`config.mk`:
```
export PLATFORM = sky130hd
export DESIGN_NAME = sram_axi_master
export DESIGN_NICKNAME = d
export VERILOG_FILES = /design/src/rtl/sram_axi_master.sv
export SDC_FILE = /design/constraint.sdc
export NUM_CORES = 1
export LEC_CHECK = 0
export ABC_AREA = 1
export CORE_UTILIZATION = 33
export CTS_CLUSTER_DIAMETER = 80
export DETAILED_ROUTE_END_ITERATION = 8
export PLACE_DENSITY = 0.81
export SETUP_SLACK_MARGIN = 0.02
export SLEW_MARGIN = 10
export SYNTH_ARGS = -nofsm -noshare
export SYNTH_HDL_FRONTEND = slang
export SYNTH_SLANG_ARGS = --single-unit
```
`constraint.sdc`:
```
create_clock -name clk -period 1.44 [get_ports clk]
set_input_delay 0.288 -clock clk [delete_from_list [all_inputs] [get_ports clk]]
set_output_delay 0.288 -clock clk [all_outputs]
set_load 0.005 [all_outputs]
```
`src/rtl/sram_axi_master.sv`:
```
// sram_axi_master: SRAM-like CPU port (req/addr_ok/data_ok) to single-beat AXI4 read/write master.
// Latency: with a zero-wait slave, data_ok arrives 3 cycles after the accepting cycle; each slave wait cycle adds one.
// Backpressure: addr_ok only in IDLE (one transaction outstanding); AXI address/data hold stable while valid && !ready.
//
// Ports:
//   clk, reset            rising-edge clock, synchronous active-high reset
//   req/wr/addr/wdata/wstrb -> addr_ok, data_ok, rdata, err   CPU request/response side
//   ar*/r*                AXI read address and read data channels
//   aw*/w*/b*             AXI write address, write data and write response channels
module sram_axi_master #(
    parameter int ADDR_W = 32,
    parameter int DATA_W = 32
) (
    input  logic                clk,
    input  logic                reset,
    // CPU side
    input  logic                req,
    input  logic                wr,
    input  logic [ADDR_W-1:0]   addr,
    input  logic [DATA_W-1:0]   wdata,
    input  logic [DATA_W/8-1:0] wstrb,
    output logic                addr_ok,
    output logic                data_ok,
    output logic [DATA_W-1:0]   rdata,
    output logic                err,
    // AXI read address
    output logic [ADDR_W-1:0]   araddr,
    output logic                arvalid,
    input  logic                arready,
    output logic [7:0]          arlen,
    output logic [2:0]          arsize,
    output logic [1:0]          arburst,
    // AXI read data
    input  logic [DATA_W-1:0]   rdata_i,
    input  logic [1:0]          rresp,
    input  logic                rlast,
    input  logic                rvalid,
    output logic                rready,
    // AXI write address
    output logic [ADDR_W-1:0]   awaddr,
    output logic                awvalid,
    input  logic                awready,
    output logic [7:0]          awlen,
    output logic [2:0]          awsize,
    output logic [1:0]          awburst,
    // AXI write data
    output logic [DATA_W-1:0]   wdata_o,
    output logic [DATA_W/8-1:0] wstrb_o,
    output logic                wlast,
    output logic                wvalid,
    input  logic                wready,
    // AXI write response
    input  logic [1:0]          bresp,
    input  logic                bvalid,
    output logic                bready
);

    typedef enum logic [2:0] {IDLE, RD_AR, RD_R, WR_REQ, WR_B} state_t;

    state_t                state;
    state_t                state_nxt;
    logic [ADDR_W-1:0]     addr_q;
    logic [DATA_W-1:0]     wdata_q;
    logic [DATA_W/8-1:0]   wstrb_q;
    logic                  aw_done;   // AW handshake already taken in this write
    logic                  w_done;    // W handshake already taken in this write
    logic                  aw_hs;
    logic                  w_hs;

    // Every transfer is a single beat, so rlast carries no information.
    logic unused_rlast;
    assign unused_rlast = rlast;

    // State register
    always_ff @(posedge clk) begin
        if (reset) state <= IDLE;
        else       state <= state_nxt;
    end

    // Next-state logic; the write leaves WR_REQ once both AW and W have
    // handshaken, counting a handshake happening in the current cycle.
    always_comb begin
        state_nxt = state;
        case (state)
            IDLE:    if (req)     state_nxt = wr ? WR_REQ : RD_AR;
            RD_AR:   if (arready) state_nxt = RD_R;
            RD_R:    if (rvalid)  state_nxt = IDLE;
            WR_REQ:  if ((aw_done || aw_hs) && (w_done || w_hs)) state_nxt = WR_B;
            WR_B:    if (bvalid)  state_nxt = IDLE;
            default:              state_nxt = IDLE;
        endcase
    end

    // Output logic (Moore, from state plus per-channel done flags)
    always_comb begin
        addr_ok = 1'b0;
        arvalid = 1'b0;
        rready  = 1'b0;
        awvalid = 1'b0;
        wvalid  = 1'b0;
        bready  = 1'b0;
        case (state)
            IDLE:    addr_ok = ~reset;   // nothing is accepted while reset is held
            RD_AR:   arvalid = 1'b1;
            RD_R:    rready  = 1'b1;
            WR_REQ: begin
                awvalid = ~aw_done;
                wvalid  = ~w_done;
            end
            WR_B:    bready  = 1'b1;
            default: ;
        endcase
    end

    assign aw_hs = awvalid & awready;
    assign w_hs  = wvalid & wready;

    // Request latch, handshake tracking and the registered completion pulse
    always_ff @(posedge clk) begin
        if (reset) begin
            addr_q  <= '0;
            wdata_q <= '0;
            wstrb_q <= '0;
            aw_done <= 1'b0;
            w_done  <= 1'b0;
            data_ok <= 1'b0;
            rdata   <= '0;
            err     <= 1'b0;
        end else begin
            data_ok <= 1'b0;
            if (state == IDLE && req) begin
                addr_q  <= addr;
                wdata_q <= wdata;
                wstrb_q <= wstrb;
                aw_done <= 1'b0;
                w_done  <= 1'b0;
            end
            if (aw_hs) aw_done <= 1'b1;
            if (w_hs)  w_done  <= 1'b1;
            if (state == RD_R && rvalid) begin
                rdata   <= rdata_i;
                err     <= (rresp != 2'b00);
                data_ok <= 1'b1;
            end
            if (state == WR_B && bvalid) begin
                err     <= (bresp != 2'b00);
                data_ok <= 1'b1;
            end
        end
    end

    assign araddr  = addr_q;
    assign awaddr  = addr_q;
    assign wdata_o = wdata_q;
    assign wstrb_o = wstrb_q;
    assign wlast   = wvalid;
    assign arlen   = 8'd0;
    assign arsize  = 3'b010;
    assign arburst = 2'b01;
    assign awlen   = 8'd0;
    assign awsize  = 3'b010;
    assign awburst = 2'b01;

endmodule

```
== Yosys cells after proc, flatten, opt, wreduce, memory -nomap -nowiden ==
Cells that the tools add are included.

* Flip-flop bits (word level): 107
* Bits of input ports: 114
* Output and inout bits: 167
* Word-level logic and storage cells: 56

* Equality and inequality tests: 9
* Mux-type cells: 20
* Bitwise operators: 5
* Reduce and logical (&&, ||, !) cells: 13

{| class="wikitable"
|+ Operators with widths
! kind !! count
|-
| two-way mux 3 bit || 5
|-
| case mux 3 bit (5 select lines) || 1
|-
| two-way mux 1 bit || 13
|-
| != test 2 bit, second input constant || 5
|-
| nonzero test 2 bit || 5
|-
| == test 3 x 2 -> 1 bit, second input constant || 2
|-
| AND reduction 5 bit || 1
|-
| logical AND 1 bit || 4
|-
| == test 3 x 1 -> 1 bit, second input constant || 1
|-
| == test 3 bit, second input constant || 1
|-
| logical NOT 3 bit || 1
|-
| inverter 1 bit || 3
|-
| bitwise AND 1 bit || 2
|-
| logical OR 1 bit || 2
|-
| two-way mux 2 bit || 1
|}

== Longest topological paths before layout ==
Gate-level depths: netlist of the first run.

* Depth after elaboration: 7
* Mapped depth: 10
* Depth with buffers taken out: 9

== Worst setup path after synthesis of the first run ==
No wires, ideal clock.

* Kind: reg2out
* Start point: register state[0]
* End point: output port addr_ok
* Arrival time: 1.178 ns
* Required time: 1.152 ns
* Setup slack: -0.026 ns
* Stages on the path, launching flop included: 6
* Path buffers: 2
* Path through: dfxtp_1 buf_4 nor3_4 buf_6 inv_1 nor2_1

* Longest elaborated chain between the ends: 2

{| class="wikitable"
|+ RTL lines
! what !! line !! source
|-
| from (decl) || 60 || <nowiki>state_t state;</nowiki>
|-
| from (signal assigned) || 77 || <nowiki>else state <= state_nxt;</nowiki>
|-
| logical NOT 3 bit || 102 || <nowiki>case (state)</nowiki>
|-
| two-way mux 1 bit || 102 ||
|-
| to (decl) || 22 || <nowiki>output logic addr_ok,</nowiki>
|}

Every way passes these cells.

== Worst setup path after layout of the first run ==
* Start point: register state[0]
* End point: register wdata_q[9], in the netlist wdata_o[9]

* Longest elaborated chain between the ends: 2

{| class="wikitable"
|+ RTL lines
! what !! line !! source
|-
| logical NOT 3 bit || 131 || <nowiki>if (state == IDLE && req) begin</nowiki>
|-
| logical AND 1 bit || 131 ||
|-
| to (signal assigned) || 133 || <nowiki>wdata_q <= wdata;</nowiki>
|-
| to (decl) || 63 || <nowiki>logic [DATA_W-1:0] wdata_q;</nowiki>
|}

Every way passes these cells.
A chain may end at the register's enable or synchronous reset.

==> results of run 1 <==
[final cells by class]
class / count / area [µm²]
fill: 1236 / 5700
timing repair buffer: 312 / 3000
sequential: 107 / 2200
multi-input combinational: 378 / 1780
clock buffer: 10 / 229
tap: 176 / 220
clock inverter: 4 / 76.3
inverter: 11 / 41.3
[timing repair]
action	in CTS	in global routing
pin swaps	7	8
setup buffers	21	5
cloned	2	0
resized for setup	229	23
setup endpoints to repair	245	105
[synthesized netlist by cell type (all sizes together)]
library cell	number
nand3b	2
nor3	4
dfxtp	107
a21oi	71
buf	85
nor2	85
nand2	79
clkbuf	16
conb	2
nand4	1
inv	11
nand3	74
o21ai	36
[sequential cells by signal, summed over array words and instances (netlist names)]
signal,cells
err,1
state,3
wdata_o,32
aw_done,1
w_done,1
rdata,32
data_ok,1
wstrb_o,4
araddr,32
[path summary, 6_finish.rpt]
path | startpoint | to | cells after the start
setup / recovery | state[0]$_SDFFE_PP0P_ | wdata_o[9]$_SDFFE_PP0P_ | 8
setup reg to reg | state[0]$_SDFFE_PP0P_ | wdata_o[9]$_SDFFE_PP0P_ | 8
hold / removal | reset | araddr[23]$_SDFFE_PP0P_ | 3
hold reg to reg | wdata_o[6]$_SDFFE_PP0P_ | wdata_o[6]$_SDFFE_PP0P_ | 2
[layer usage]
| layer | up-vias | GRT usage [%] | share of wire, % |
|---|---|---|---|
| li1 | 2276 | - | - |
| met1 | 2172 | 21.6 | 40 |
| met2 | 179 | 35.4 | 51 |
| met3 | 30 | 5.41 | 6.6 |
| met4 | 0 | 8.57 | 2.8 |
| met5 | - | 0 | 0 |
[metrics by stage]
step	cell area [µm²]	std cells	setup TNS [ns]
finish	7540	998	-2.30
global route	7540	998	-8.73
CTS	7440	994	-4.96
detailed placement	6950	957	-11.70
global placement	6950	957	-8.85
floorplan	4560	597	-0.0163
[where the power goes]
group / internal [W] / switching (W) / leakage, nW / total (W)
Sequential: 0.00362 / 0.000321 / 0.891 / 0.00394
Combinational: 0.00298 / 0.00254 / 2.59 / 0.00552
Clock: 0.00151 / 0.00108 / 0.145 / 0.00259
Total: 0.00812 / 0.00394 / 3.63 / 0.0121
[cell usage in the layout (no fill, tap or decap)]
master	Yosys	routed
buf_4	60	35
dfxtp_2	0	38
nand3_2	0	1
nor2_1	84	77
nor2_4	0	4
bufinv_16	0	2
a21oi_1	70	64
clkbuf_16	0	9
inv_1	10	8
clkinvlp_4	0	1
dlygate4sd2_1	0	134
a21oi_2	1	7
nand4_1	1	1
o21ai_1	0	1
inv_6	0	1
buf_2	17	9
o21ai_0	36	35
nor3_4	1	2
nor3_1	3	1
inv_2	1	3
nand2_1	78	77
buf_12	0	11
conb_1	2	26
dfxtp_1	107	67
nor2_2	1	4
nand3_1	74	73
buf_6	8	10
nand3b_1	2	2
nor3_2	0	1
nand2_8	0	1
nand2_2	0	1
clkdlybuf4s50_1	0	110
bufbuf_16	0	1
dfxtp_4	0	2
clkbuf_1	16	1
buf_16	0	2
[logic make-up after synthesis]
group,count (synthesis),synth area share [%]
buf+inv,112,16.3
flops,107,48.0
other cells,2,0.168
simple gates,245,23.5
compound gates,107,12.1
[worst register-to-register path, stage by stage (launching register included)]
cell	delay, ns
dfxtp_2	0.34
buf_6	0.12
nor3_4	0.19
buf_4	0.15
buf_12	0.13
nand2_8	0.09
bufbuf_16	0.28
nand2_1	0.05
a21oi_1	0.05
==> flow_summary_export.csv, run 1 <==
group,metric,value,unit
placed_design,io_buffers,253,
run_status,violations,"setup timing",
critical_path,crit_path_max_incr_delay,0.34,ns
critical_path,crit_required,1.64,ns
grt,grt_max_degree,66,
critical_path,worstPathMaxFanout,6,
sta,finalHoldViolCount,0,
floorplan,die-area,14000,µm²
critical_path,path_class,"reg -> reg",
route,wl_per_cell,14.0,µm
route,wl,14.0,mm
critical_path,end_kind,"register",
placed_design,hpwl,9.77,mm
route,route.detailed.drc,0,
layout,n_antenna_cell,0,
job,cap_violations,0,
logic_synthesis,synthCells,573,
critical_path,critPathArrivalTime,1.74,ns
placed_design,post-place-ws,-0.215,ns
grt,grt_pass1_wl,22.1,mm
critical_path,reg2reg_slack,-0.11,ns
logic_synthesis,yosysWarningCount,0,
clock_tree,clock_path_buffers,2,
grt,grt_util_all_layers,19.7,%
clock_tree,cts.sinks,107,
logic_synthesis,synth_area_leaders,"dfxtp_1 (48%), buf_4 (10%), nand3_1 (8.3%)",
floorplan,die_width,118,µm
route,drt_first_pass_iters,4,
run_status,status,"finished with violations",
logic_synthesis,seq_area_frac_synth,48.0,%
sta,worst_slack,-0.106,ns
pwr,leakagePower,3.63,nW
route,ant_nets,0,
clock_tree,cts_tree,"yes",
critical_path,crit_family,"buffers and inverters",
sta,rsz0062_at_grt,"true",
clock_tree,hold_buffers,0,
logic_synthesis,synth_seq_cells,107,
floorplan,start_util,33.7,%
pwr,power,0.0121,W
critical_path,critPathBufInv,4,
sta,fmaxAchievable,0.647,GHz
sta,finalClockSkew,0.00588,ns
floorplan,fp.dieH,118,µm
route,num_vias,4657,
critical_path,crit_path_start_kind,"register",
grt,grt-ovfl-total,0,
clock_tree,clkTransAtPathRegs,0.07,ns
sta,layout_worst_path_cycle_share,107,%
grt,antenna_found_initial,0,
clock_tree,cts_made_buffers,9,
route,drt_iter0_drc,171,
sta,relSlewSlack,52.9,%
floorplan,coreArea,13200,µm²
sta,holdWs,0.364,ns
clock_tree,cts_root_buffer,"clkbuf_16",
logic_synthesis,yosysUniqueCellTypes,20,
logic_synthesis,netlist_area,4460,µm²
layout,drive_above_1_share,17.6,%
hold_path,min_path_type,"in -> reg",
route,via_per_inst,4.67,
logic_synthesis,post_synth.cell_area_avg,7.79,µm²
pwr,vdd.ir_drop.worst,891,µV
sta,tightest_slew,0.706,ns
placed_design,gp_congestion,0.805,
layout,syn_to_final_growth,69.0,%
clock_tree,htree_levels,3,
floorplan,io_pins,281,
sta,final.min_clock_period,1.55,ns
logic_synthesis,synth_top_area_share,48.0,%
critical_path,critPathSlowestCell,"dfxtp_2",
layout,nets,933,
pwr,power.density,1600,nW/µm²
grt,grt_pass1_vias,4431,
clock_tree,clk_latency,0.35,ns
critical_path,cp_cell_sequence,"buf_6 > nor3_4 > buf_4 > buf_12 > nand2_8 > bufbuf_16 > nand2_1 > a21oi_1",
floorplan,row_count,42,
sta,setup_violations,63,
logic_synthesis,yosys.area.top_type,"dfxtp_1",
sta,slew_violations,0,
layout,final_util,57.0,%
Power figures use the tool's default switching activity.
==> run 2, diff against run 1 <==
CORE_ASPECT_RATIO = 0.6   (was unset)
==> run 2 against run 1 <==
  * The run ends with DRC, setup timing left
  * Global-route usage down 0.12 points
  * Non-clock buffer count up 16
  * Combinational power up 42%
  * Wire length up 21%
  * Sequential share of layout area down 4.1 points
  * Sequential cell count unchanged
  * Critical path type unchanged
==> flow_summary_export.csv, run 2 (same netlist as run 1, synthesis figures left out) <==
group,metric,value,unit
floorplan,die-area,14000,µm²
route,wl,16.9,mm
grt,grt_util_met3,6.47,%
sta,final.min_clock_period,1.59,ns
route,via_per_inst,4.80,
grt,top_usage_layer,"met2",
critical_path,path_class,"reg -> reg",
layout,n_antenna_cell,0,
floorplan,row_count,32,
sta,finalClockSkew,0.00756,ns
hold_path,min_path_type,"reg -> reg",
critical_path,crit_path_start_kind,"register",
floorplan,die_width,152,µm
grt,grt_max_degree,73,
placed_design,hpwl,9.31,mm
clock_tree,cts_root_buffer,"clkbuf_16",
floorplan,coreArea,13000,µm²
placed_design,io_buffers,253,
grt,grt_pass1_vias,4321,
clock_tree,hold_buffers,0,
clock_tree,clock_path_buffers,2,
route,num_vias,4854,
sta,rsz0062_at_grt,"true",
placed_design,gp_congestion,0.776,
floorplan,io_pins,281,
sta,setup_violations,111,
clock_tree,clkTransAtPathRegs,0.08,ns
grt,grt-ovfl-total,0,
sta,holdWs,0.457,ns
pwr,p_comb_share,53.9,%
layout,fillCellCount,1026,
grt,grt_pass1_wl,22.0,mm
pwr,p_int,0.00918,W
pwr,leakagePower,4.10,nW
layout,drive_above_1_share,39.8,%
clock_tree,cts_made_buffers,9,
layout,final_common_cell,"dlygate4sd2_1",
route,ant_nets,0,
sta,layout_worst_path_cycle_share,110,%
layout,final_cell_mix,"dlygate4sd2_1 (134), clkdlybuf4s50_1 (110), nand3_1 (67)",
grt,grtUsageMet1,25.0,%
sta,fmaxAchievable,0.630,GHz
pwr,vdd.ir_drop.worst,833,µV
grt,grt_util_all_layers,19.6,%
clock_tree,cts_tree,"yes",
clock_tree,cts.sinks,107,
run_status,violations,"DRC, setup timing",
route,wl_per_cell,16.8,µm
pwr,pwr-share-seq,28.3,%
clock_tree,clk_latency,0.34,ns
pwr,clkPwrFrac,17.8,%
critical_path,worstPathMaxFanout,8,
job,cap_violations,0,
pwr,switchingPower,0.00538,W
sta,slew_violations,0,
pwr,swShare,36.9,%
sta,finalHoldViolCount,0,
pwr,power.density,1660,nW/µm²
layout,nets,950,
layout,syn_to_final_growth,97.0,%
critical_path,critPathArrivalTime,1.80,ns
route,route.detailed.drc,17,
grt,met2_usage,32.0,%
route,drt_iter0_drc,192,
floorplan,fp.dieH,92.1,µm
run_status,status,"finished with violations",
critical_path,end_kind,"register",
clock_tree,htree_levels,3,
route,drt_first_pass_iters,9,
critical_path,crit_required,1.65,ns
layout,final_util,67.6,%
sta,worst_slack,-0.147,ns
grt,antenna_found_initial,0,
floorplan,start_util,34.3,%
-- run 2: per-layer routing --
metal  part of all wire [%]  wire, µm
met1                     44      7400
met2                     48      8120
met3                    7.5      1270
met4                   0.95       161
met5                      0         0
-- run 2: power by group through the flow --
| stage | clock network, W | registers (W) | logic, W |
|---|---|---|---|
| after floorplan | 0 | 0.00399 | 0.00250 |
| after global placement | 0 | 0.00399 | 0.00466 |
| after detailed placement | 0 | 0.00401 | 0.00470 |
| after CTS | 0.00266 | 0.00396 | 0.00535 |
| after global routing | 0.00279 | 0.00419 | 0.00832 |
| final | 0.00260 | 0.00412 | 0.00785 |
-- run 2: worst paths after layout --
check / startpoint / to / slack [ns] / cells past startpoint
setup / recovery: state[0]$_SDFFE_PP0P_ / aw_done$_SDFFE_PP0P_ / -0.15 / 8
hold / removal: araddr[14]$_SDFFE_PP0P_ / araddr[14]$_SDFFE_PP0P_ / 0.46 / 2
setup reg to reg: state[0]$_SDFFE_PP0P_ / aw_done$_SDFFE_PP0P_ / -0.15 / 8
hold reg to reg: araddr[14]$_SDFFE_PP0P_ / araddr[14]$_SDFFE_PP0P_ / 0.46 / 2
-- run 2: timing repair --
item | 4_1_cts | 5_1_grt
gates resized for setup | 245 | 257
cloned | 3 | 16
pin swaps | 9 | 24
endpoints found under the setup margin | 247 | 113
setup buffers | 25 | 5
-- run 2: worst max-delay path: stages (launching register included) --
cell and delay, ns:
dfxtp_2 0.34, buf_4 0.14, nor3_4 0.19, buf_6 0.13, buf_12 0.15, nand2_8 0.13, buf_12 0.20, a21oi_2 0.11
nor3_1 0.05
-- run 2: layout make-up --
type / instances / area (µm²) / share of cell area, %
Timing Repair Buffer: 328 / 3360 / 38.2
Sequential cell: 107 / 2200 / 25.0
Inverter: 11 / 51.3 / 0.583
Clock buffer: 10 / 239 / 2.72
Multi-Input combinational cell: 379 / 2670 / 30.4
Tap cell: 170 / 213 / 2.42
Clock inverter: 6 / 70.1 / 0.797
-- run 2: per-stage QoR --
step | worst slack [ns] | setup TNS (ns) | instance area, µm² | total power [W] | cells
CTS | -0.119 | -4.97 | 7500 | 0.0120 | 991
floorplan | -0.0163 | -0.0163 | 4560 | 0.00648 | 597
finish | -0.147 | -8.80 | 8790 | 0.0146 | 1011
global route | -0.218 | -15.97 | 8790 | 0.0153 | 1011
global placement | -0.197 | -13.23 | 6920 | 0.00864 | 948
detailed placement | -0.203 | -15.40 | 6920 | 0.00871 | 948
